--- src/rtl/ibex_pkg.sv ---
`default_nettype none
// ============================================================================
//  Module      : ibex_pkg
//  Description : Shared types for the register-file port-2 controller.
//                Holds the refill FSM state encoding and the port-2 grant
//                encoding used to arbitrate the single SRAM access per cycle.
//  Revision    : 1.0  initial release
// ============================================================================
package ibex_pkg;

  // Register-file address width (x0..x31)
  localparam int unsigned RegAddrW = 5;

  // Refill FSM states
  typedef enum logic [1:0] {
    RF_P2_IDLE = 2'd0,
    RF_P2_RD   = 2'd1,
    RF_P2_FILL = 2'd2
  } rf_p2_state_e;

  // Owner of SRAM port 2 in the current cycle
  typedef enum logic [1:0] {
    P2_GNT_NONE   = 2'd0,
    P2_GNT_WB     = 2'd1,
    P2_GNT_REFILL = 2'd2,
    P2_GNT_PF     = 2'd3
  } rf_p2_grant_e;

endpackage
`default_nettype wire

--- src/rtl/ibex_rf_victim_ptr.sv ---
`default_nettype none
// ============================================================================
//  Module      : ibex_rf_victim_ptr
//  Description : Round-robin victim pointer for the L1 operand cache.
//                Advances by one on each advance_i pulse and wraps from
//                CacheLen-1 back to 0.
//  Ports       : clk_i      clock
//                rst_i      synchronous active-high reset (pointer -> 0)
//                advance_i  step the pointer this cycle
//                ptr_o      current victim index
//  Revision    : 1.0  initial release
// ============================================================================
module ibex_rf_victim_ptr #(
  parameter  int unsigned CacheLen = 4,
  localparam int unsigned IdxW     = (CacheLen > 1) ? $clog2(CacheLen) : 1
) (
  input  logic            clk_i,
  input  logic            rst_i,
  input  logic            advance_i,
  output logic [IdxW-1:0] ptr_o
);

  logic [IdxW-1:0] ptr;

  always_ff @(posedge clk_i) begin
    if (rst_i) begin
      ptr <= '0;
    end else if (advance_i) begin
      // Explicit wrap so non-power-of-two cache sizes work too
      if (ptr == IdxW'(CacheLen - 1)) begin
        ptr <= '0;
      end else begin
        ptr <= ptr + 1'b1;
      end
    end
  end

  assign ptr_o = ptr;

endmodule
`default_nettype wire

--- src/rtl/ibex_rf_port2_ctrl.sv ---
`default_nettype none
// ============================================================================
//  Module      : ibex_rf_port2_ctrl
//  Description : Arbiter and refill controller for register-file SRAM
//                port 2. One access per cycle, priority writeback > refill
//                read > prefetch read. An L1 operand-B miss runs
//                IDLE -> RD -> FILL and stalls ID until the fill strobe.
//  Ports       : clk_i, rst_i                      clock, sync active-high reset
//                wb_req_i/wb_addr_i/wb_data_i      writeback request
//                miss_req_i/miss_addr_i            L1 operand-B miss
//                pf_req_i/pf_addr_i                opportunistic prefetch read
//                sram_addr_o/web_o/wdata_o         SRAM port-2 request
//                sram_rdata_i                      SRAM read data (1-cycle)
//                fill_valid_o/idx_o/addr_o/data_o  L1 install
//                pf_valid_o/pf_data_o              prefetch result
//                stall_o                           ID-stage stall
//  Revision    : 1.0  initial release
// ============================================================================
module ibex_rf_port2_ctrl
  import ibex_pkg::*;
#(
  parameter  int unsigned CacheLen  = 4,
  parameter  int unsigned DataWidth = 32,
  localparam int unsigned IdxW      = (CacheLen > 1) ? $clog2(CacheLen) : 1
) (
  input  logic                 clk_i,
  input  logic                 rst_i,
  input  logic                 wb_req_i,
  input  logic [4:0]           wb_addr_i,
  input  logic [DataWidth-1:0] wb_data_i,
  input  logic                 miss_req_i,
  input  logic [4:0]           miss_addr_i,
  input  logic                 pf_req_i,
  input  logic [4:0]           pf_addr_i,
  output logic [4:0]           sram_addr_o,
  output logic                 sram_web_o,
  output logic [DataWidth-1:0] sram_wdata_o,
  input  logic [DataWidth-1:0] sram_rdata_i,
  output logic                 fill_valid_o,
  output logic [IdxW-1:0]      fill_idx_o,
  output logic [4:0]           fill_addr_o,
  output logic [DataWidth-1:0] fill_data_o,
  output logic                 pf_valid_o,
  output logic [DataWidth-1:0] pf_data_o,
  output logic                 stall_o
);

  rf_p2_state_e state, state_next;
  rf_p2_grant_e grant;

  logic [4:0]      pend_addr;
  logic            pf_pend;
  logic            pf_zero;
  logic [4:0]      pf_addr_q;
  logic [IdxW-1:0] victim;
  logic            miss_valid;

  // x0 is hardwired to zero, so a miss on it never needs a refill
  assign miss_valid = miss_req_i && (miss_addr_i != 5'd0);

  // Port-2 arbitration
  always_comb begin
    grant = P2_GNT_NONE;
    if (wb_req_i) begin
      grant = P2_GNT_WB;
    end else if (state == RF_P2_RD) begin
      grant = P2_GNT_REFILL;
    end else if ((state == RF_P2_IDLE) && pf_req_i && !miss_req_i) begin
      grant = P2_GNT_PF;
    end
  end

  // SRAM port drive
  always_comb begin
    sram_addr_o  = 5'd0;
    sram_web_o   = 1'b1;
    sram_wdata_o = '0;
    unique case (grant)
      P2_GNT_WB: begin
        sram_addr_o  = wb_addr_i;
        sram_wdata_o = wb_data_i;
        sram_web_o   = (wb_addr_i == 5'd0);
      end
      P2_GNT_REFILL: sram_addr_o = pend_addr;
      // pf_addr_i == 0 leaves the port at its idle address: no real access
      P2_GNT_PF:     sram_addr_o = pf_addr_i;
      default: ;
    endcase
  end

  // FSM next-state and fill/stall outputs
  always_comb begin
    state_next   = state;
    fill_valid_o = 1'b0;
    fill_addr_o  = pend_addr;
    fill_idx_o   = victim;
    fill_data_o  = sram_rdata_i;
    stall_o      = 1'b0;
    unique case (state)
      RF_P2_IDLE: begin
        if (miss_valid) begin
          state_next = RF_P2_RD;
          stall_o    = 1'b1;
        end
      end
      RF_P2_RD: begin
        stall_o = 1'b1;
        // A writeback steals the port; retry the read next cycle
        if (!wb_req_i) state_next = RF_P2_FILL;
      end
      RF_P2_FILL: begin
        stall_o      = 1'b1;
        fill_valid_o = 1'b1;
        // SRAM data was read last cycle; a same-cycle write makes it stale
        if (wb_req_i && (wb_addr_i == pend_addr)) fill_data_o = wb_data_i;
        state_next = RF_P2_IDLE;
      end
      default: state_next = RF_P2_IDLE;
    endcase
  end

  // Prefetch result, with same-address writeback forwarding
  always_comb begin
    pf_valid_o = pf_pend;
    pf_data_o  = sram_rdata_i;
    if (pf_zero) begin
      pf_data_o = '0;
    end else if (wb_req_i && (wb_addr_i == pf_addr_q)) begin
      pf_data_o = wb_data_i;
    end
  end

  always_ff @(posedge clk_i) begin
    if (rst_i) begin
      state     <= RF_P2_IDLE;
      pend_addr <= 5'd0;
      pf_pend   <= 1'b0;
      pf_zero   <= 1'b0;
      pf_addr_q <= 5'd0;
    end else begin
      state   <= state_next;
      pf_pend <= (grant == P2_GNT_PF);
      if ((state == RF_P2_IDLE) && miss_valid) pend_addr <= miss_addr_i;
      if (grant == P2_GNT_PF) begin
        pf_addr_q <= pf_addr_i;
        pf_zero   <= (pf_addr_i == 5'd0);
      end
    end
  end

  ibex_rf_victim_ptr #(
    .CacheLen (CacheLen)
  ) u_victim_ptr (
    .clk_i     (clk_i),
    .rst_i     (rst_i),
    .advance_i (state == RF_P2_FILL),
    .ptr_o     (victim)
  );

endmodule
`default_nettype wire

--- config.mk ---
export PLATFORM = sky130hd
export DESIGN_NAME = ibex_rf_port2_ctrl
export DESIGN_NICKNAME = d
export VERILOG_FILES = /design/src/rtl/ibex_pkg.sv /design/src/rtl/ibex_rf_victim_ptr.sv /design/src/rtl/ibex_rf_port2_ctrl.sv
export SDC_FILE = /design/constraint.sdc
export NUM_CORES = 1
export LEC_CHECK = 0
export ABC_CLOCK_PERIOD_IN_PS = 3000
export CORE_ASPECT_RATIO = 1.4
export CORE_MARGIN = 4
export CORE_UTILIZATION = 36
export CTS_CLUSTER_SIZE = 25
export DETAILED_ROUTE_END_ITERATION = 10
export PLACE_DENSITY = 0.94
export SYNTH_ARGS = -nofsm -noshare
export SYNTH_HDL_FRONTEND = slang
export SYNTH_SLANG_ARGS = --single-unit
export TNS_END_PERCENT = 100
--- constraint.sdc ---
create_clock -name clk_i -period 3 [get_ports clk_i]
set_clock_uncertainty 0.05 [all_clocks]
set_input_delay 0.6 -clock clk_i [delete_from_list [all_inputs] [get_ports clk_i]]
set_output_delay 0.6 -clock clk_i [all_outputs]
set_load 0.02 [all_outputs]
==> reports/qor.csv <==
metric,value,unit
ios,196,
fp-row-count,35,
syn_nets,385,
use_met2,47.6,%
ys_seq_area_share,13.1,%
postLayoutCellArea,4760,µm²
cts_made_buffers,3,
critical_path_class,in2out,
cp_data_arrival_time,2.30,ns
crit_top_cell,clkdlybuf4s50_1,
grt_remaining_overflow,0,
grt_max_degree,45,
max_stage_delay,0.64,ns
fin_crit_sh,98.3,%
tns,0,ns
num_antenna_cells,0,
yosysWarnings,0,
numPortBuffers,195,
required,2.35,ns
postRouteAntennaNets,0,
clockBufferDepth,2,
setup_viol,0,
initial_core_util,37.2,%
worstPathMaxFanout,43,
grt_busiest_layer,met2,
avgRoutedWirePerCell,17.6,µm
syn_avg_cell_area,8.27,µm²
clk_pin_slew,0.07,ns
hold_path_class,reg2reg,
max_slew_margin,57.7,%
die_area,8180,µm²
nets,592,
grt_usage,23.6,%
postCtsHoldBufs,0,
slowest_stage,clkdlybuf4s50_1,
p_comb_share,61.2,%
route.vias.total,2994,
clockPowerShare,17.3,%
p_leak,2.09,nW
p_switching,454,µW
worst_pin_slew,0.633,ns
clk-insertion-delay-late,0.26,ns
area_delta_synth_final,94.9,%
post-route-drc-count,0,
worstPathCellList,"clkdlybuf4s50_1, buf_12, and2_1, clkdlybuf4s50_1",
synth-seq-cells,16,
fillers,473,
grt_util_met1,22.9,%
clock-sinks,16,
antenna_found_initial,0,
htreeDepth,1,
routed_wl,10100,µm
min_period,2.95,ns
setup.worst_path.start_class,input pin,
die_y,105,µm
synth.cell_area,2440,µm²
multi_input_area,2020,µm²
drive_above_1_share,27.7,%
first_pass_iters,4,
drt_iter0_drc,75,
root_buffer,clkbuf_8,
vias_per_cell,5.21,
core-area,6570,µm²
syn_inst,295,
final-seq-area,320,µm²
synth_cell_types,33,
fin_util,72.4,%
grtUsageMet3,4.27,%
placed_cell_area,4590,µm²
outcome,"finished, final reports clean",
place_congestion,0.830,
cts_tree,done,
die_x,77.6,µm
power_frac_seq,21.5,%
timing.fmax,0.339,GHz
finalHoldViolCount,0,
endpoint_kind,output pin,
peakVddDrop,0.270,mV
first_global_vias,3258,
swShare,38.9,%
internal_power,713,µW
maxSlewViolCount,0,
maxCapViolations,0,
rsz0062_at_grt,false,
grt_pass1_wl,15700,µm
hpwl,8000,µm
p_per_area,245,nW/µm²
[power groups by stage]
stage | logic (mW) | registers, mW | clock network [mW]
after detailed placement | 0.723 | 0.252 | 0
after CTS | 0.711 | 0.249 | 0.198
after global routing | 0.758 | 0.253 | 0.210
after global placement | 0.703 | 0.251 | 0
after floorplan | 0.322 | 0.260 | 0
final | 0.714 | 0.251 | 0.202
[registers in the layout (all words and copies together) (netlist names)]
signal and count:
pf_valid_o 1, fill_addr_o 5, pf_addr_q 5, state 2, u_victim_ptr.ptr_o 2, pf_zero 1
[logic make-up (layout without fill, tap and decap cells)]
group / count (synthesis) / count (layout) / share of synthesized area [%]
and+or+nand+nor: 143 / 143 / 34.2
muxes: 68 / 68 / 34.1
buffers and inverters: 29 / 235 / 5.95
AOI/OAI and AO/OA: 23 / 23 / 5.89
DFF: 16 / 16 / 13.1
xor gates and xnor gates: 10 / 10 / 3.59
adders and majority gates: 6 / 6 / 3.08
[area by class of cell]
type,instances,share of cell area (%)
repair buffers,226,47.3
multi-input cells,250,42.4
inverters,5,0.394
well taps,74,1.95
clock buffers,4,1.16
flip-flops and latches,16,6.73
[placed cells by master (no fill, tap or decap), types with 6 or more instances in the layout]
master / count
clkdlybuf4s50_1: 119
nand2b_1: 65
mux2i_1: 36
and2_1: 32
mux2_4: 30
clkdlybuf4s15_2: 26
nand2_1: 25
buf_6: 21
buf_4: 21
dfxtp_1: 16
a21oi_1: 12
clkbuf_2: 12
clkdlybuf4s15_1: 10
nor2_1: 7
buf_2: 7
ha_1: 6
buf_12: 6
[synthesized netlist by cell type]
library cell / number / area share (%)
a211oi_1: 1 / 0.31
nand2_1: 25 / 3.8
and2_1: 32 / 8.2
buf_2: 2 / 0.41
nor4_2: 1 / 0.51
a21oi_1: 12 / 2.5
dfxtp_1: 16 / 13
nor4b_2: 1 / 0.61
nor2_1: 7 / 1.1
nor4_1: 1 / 0.26
nor3_1: 2 / 0.41
xnor2_1: 2 / 0.72
inv_1: 5 / 0.77
o21ai_0: 2 / 0.41
or4b_1: 1 / 0.41
nand3_1: 4 / 0.82
nand2b_1: 65 / 17
nand4_2: 1 / 0.51
and3_1: 1 / 0.26
o311ai_1: 1 / 0.36
o211ai_1: 5 / 1.5
clkbuf_1: 16 / 2.5
xor2_1: 8 / 2.9
mux2i_1: 36 / 15
a21o_1: 1 / 0.31
or4_2: 1 / 0.36
ha_1: 6 / 3.1
buf_6: 3 / 1.4
o211ai_2: 1 / 0.51
mux2_2: 2 / 0.92
or4_1: 1 / 0.31
buf_4: 3 / 0.92
mux2_4: 30 / 18
[stage by stage]
stage	hold WS, ns	setup WS (ns)	power, mW	std cells
2_1_floorplan	0.398	0.448	0.582	295
3_3_place_gp	0.405	-0.593	0.954	564
3_5_place_dp	0.420	-0.652	0.975	564
4_1_cts	0.429	-0.120	1.16	576
5_1_grt	0.439	0.00221	1.22	575
6_report	0.427	0.0495	1.17	575
[per-layer routing]
metal | up-vias | routed length, µm | share of wire (%)
li1 | 1402 | - | -
met2 | 163 | 5600 | 55
met4 | 0 | 243 | 2.4
met3 | 20 | 627 | 6.2
met5 | - | 0 | 0
met1 | 1409 | 3670 | 36
[repair_timing]
| action | 4_1_cts | 5_1_grt |
|---|---|---|
| pin swaps | 3 | 2 |
| endpoints found under the setup margin | 103 | 71 |
| setup buffers | 7 | 0 |
| gates resized for setup | 257 | 29 |
| cloned | 1 | 0 |
[worst max-delay path, delay by kind of cell]
family | cells | cell delay (ns)
buffers and inverters | 3 | 1.51
AND/OR/NAND/NOR | 1 | 0.18
[worst paths after layout]
kind	start	to	slack (ns)	cells after the start
max	wb_req_i	sram_wdata_o[7]	0.05	4
min	pf_addr_q[0]$_SDFFE_PP0N_	pf_addr_q[0]$_SDFFE_PP0N_	0.43	2
max reg2reg	state[1]$_SDFFE_PP0P_	pf_addr_q[3]$_SDFFE_PP0N_	0.99	6
min reg2reg	pf_addr_q[0]$_SDFFE_PP0N_	pf_addr_q[0]$_SDFFE_PP0N_	0.43	2
Power figures use the tool's default switching activity.
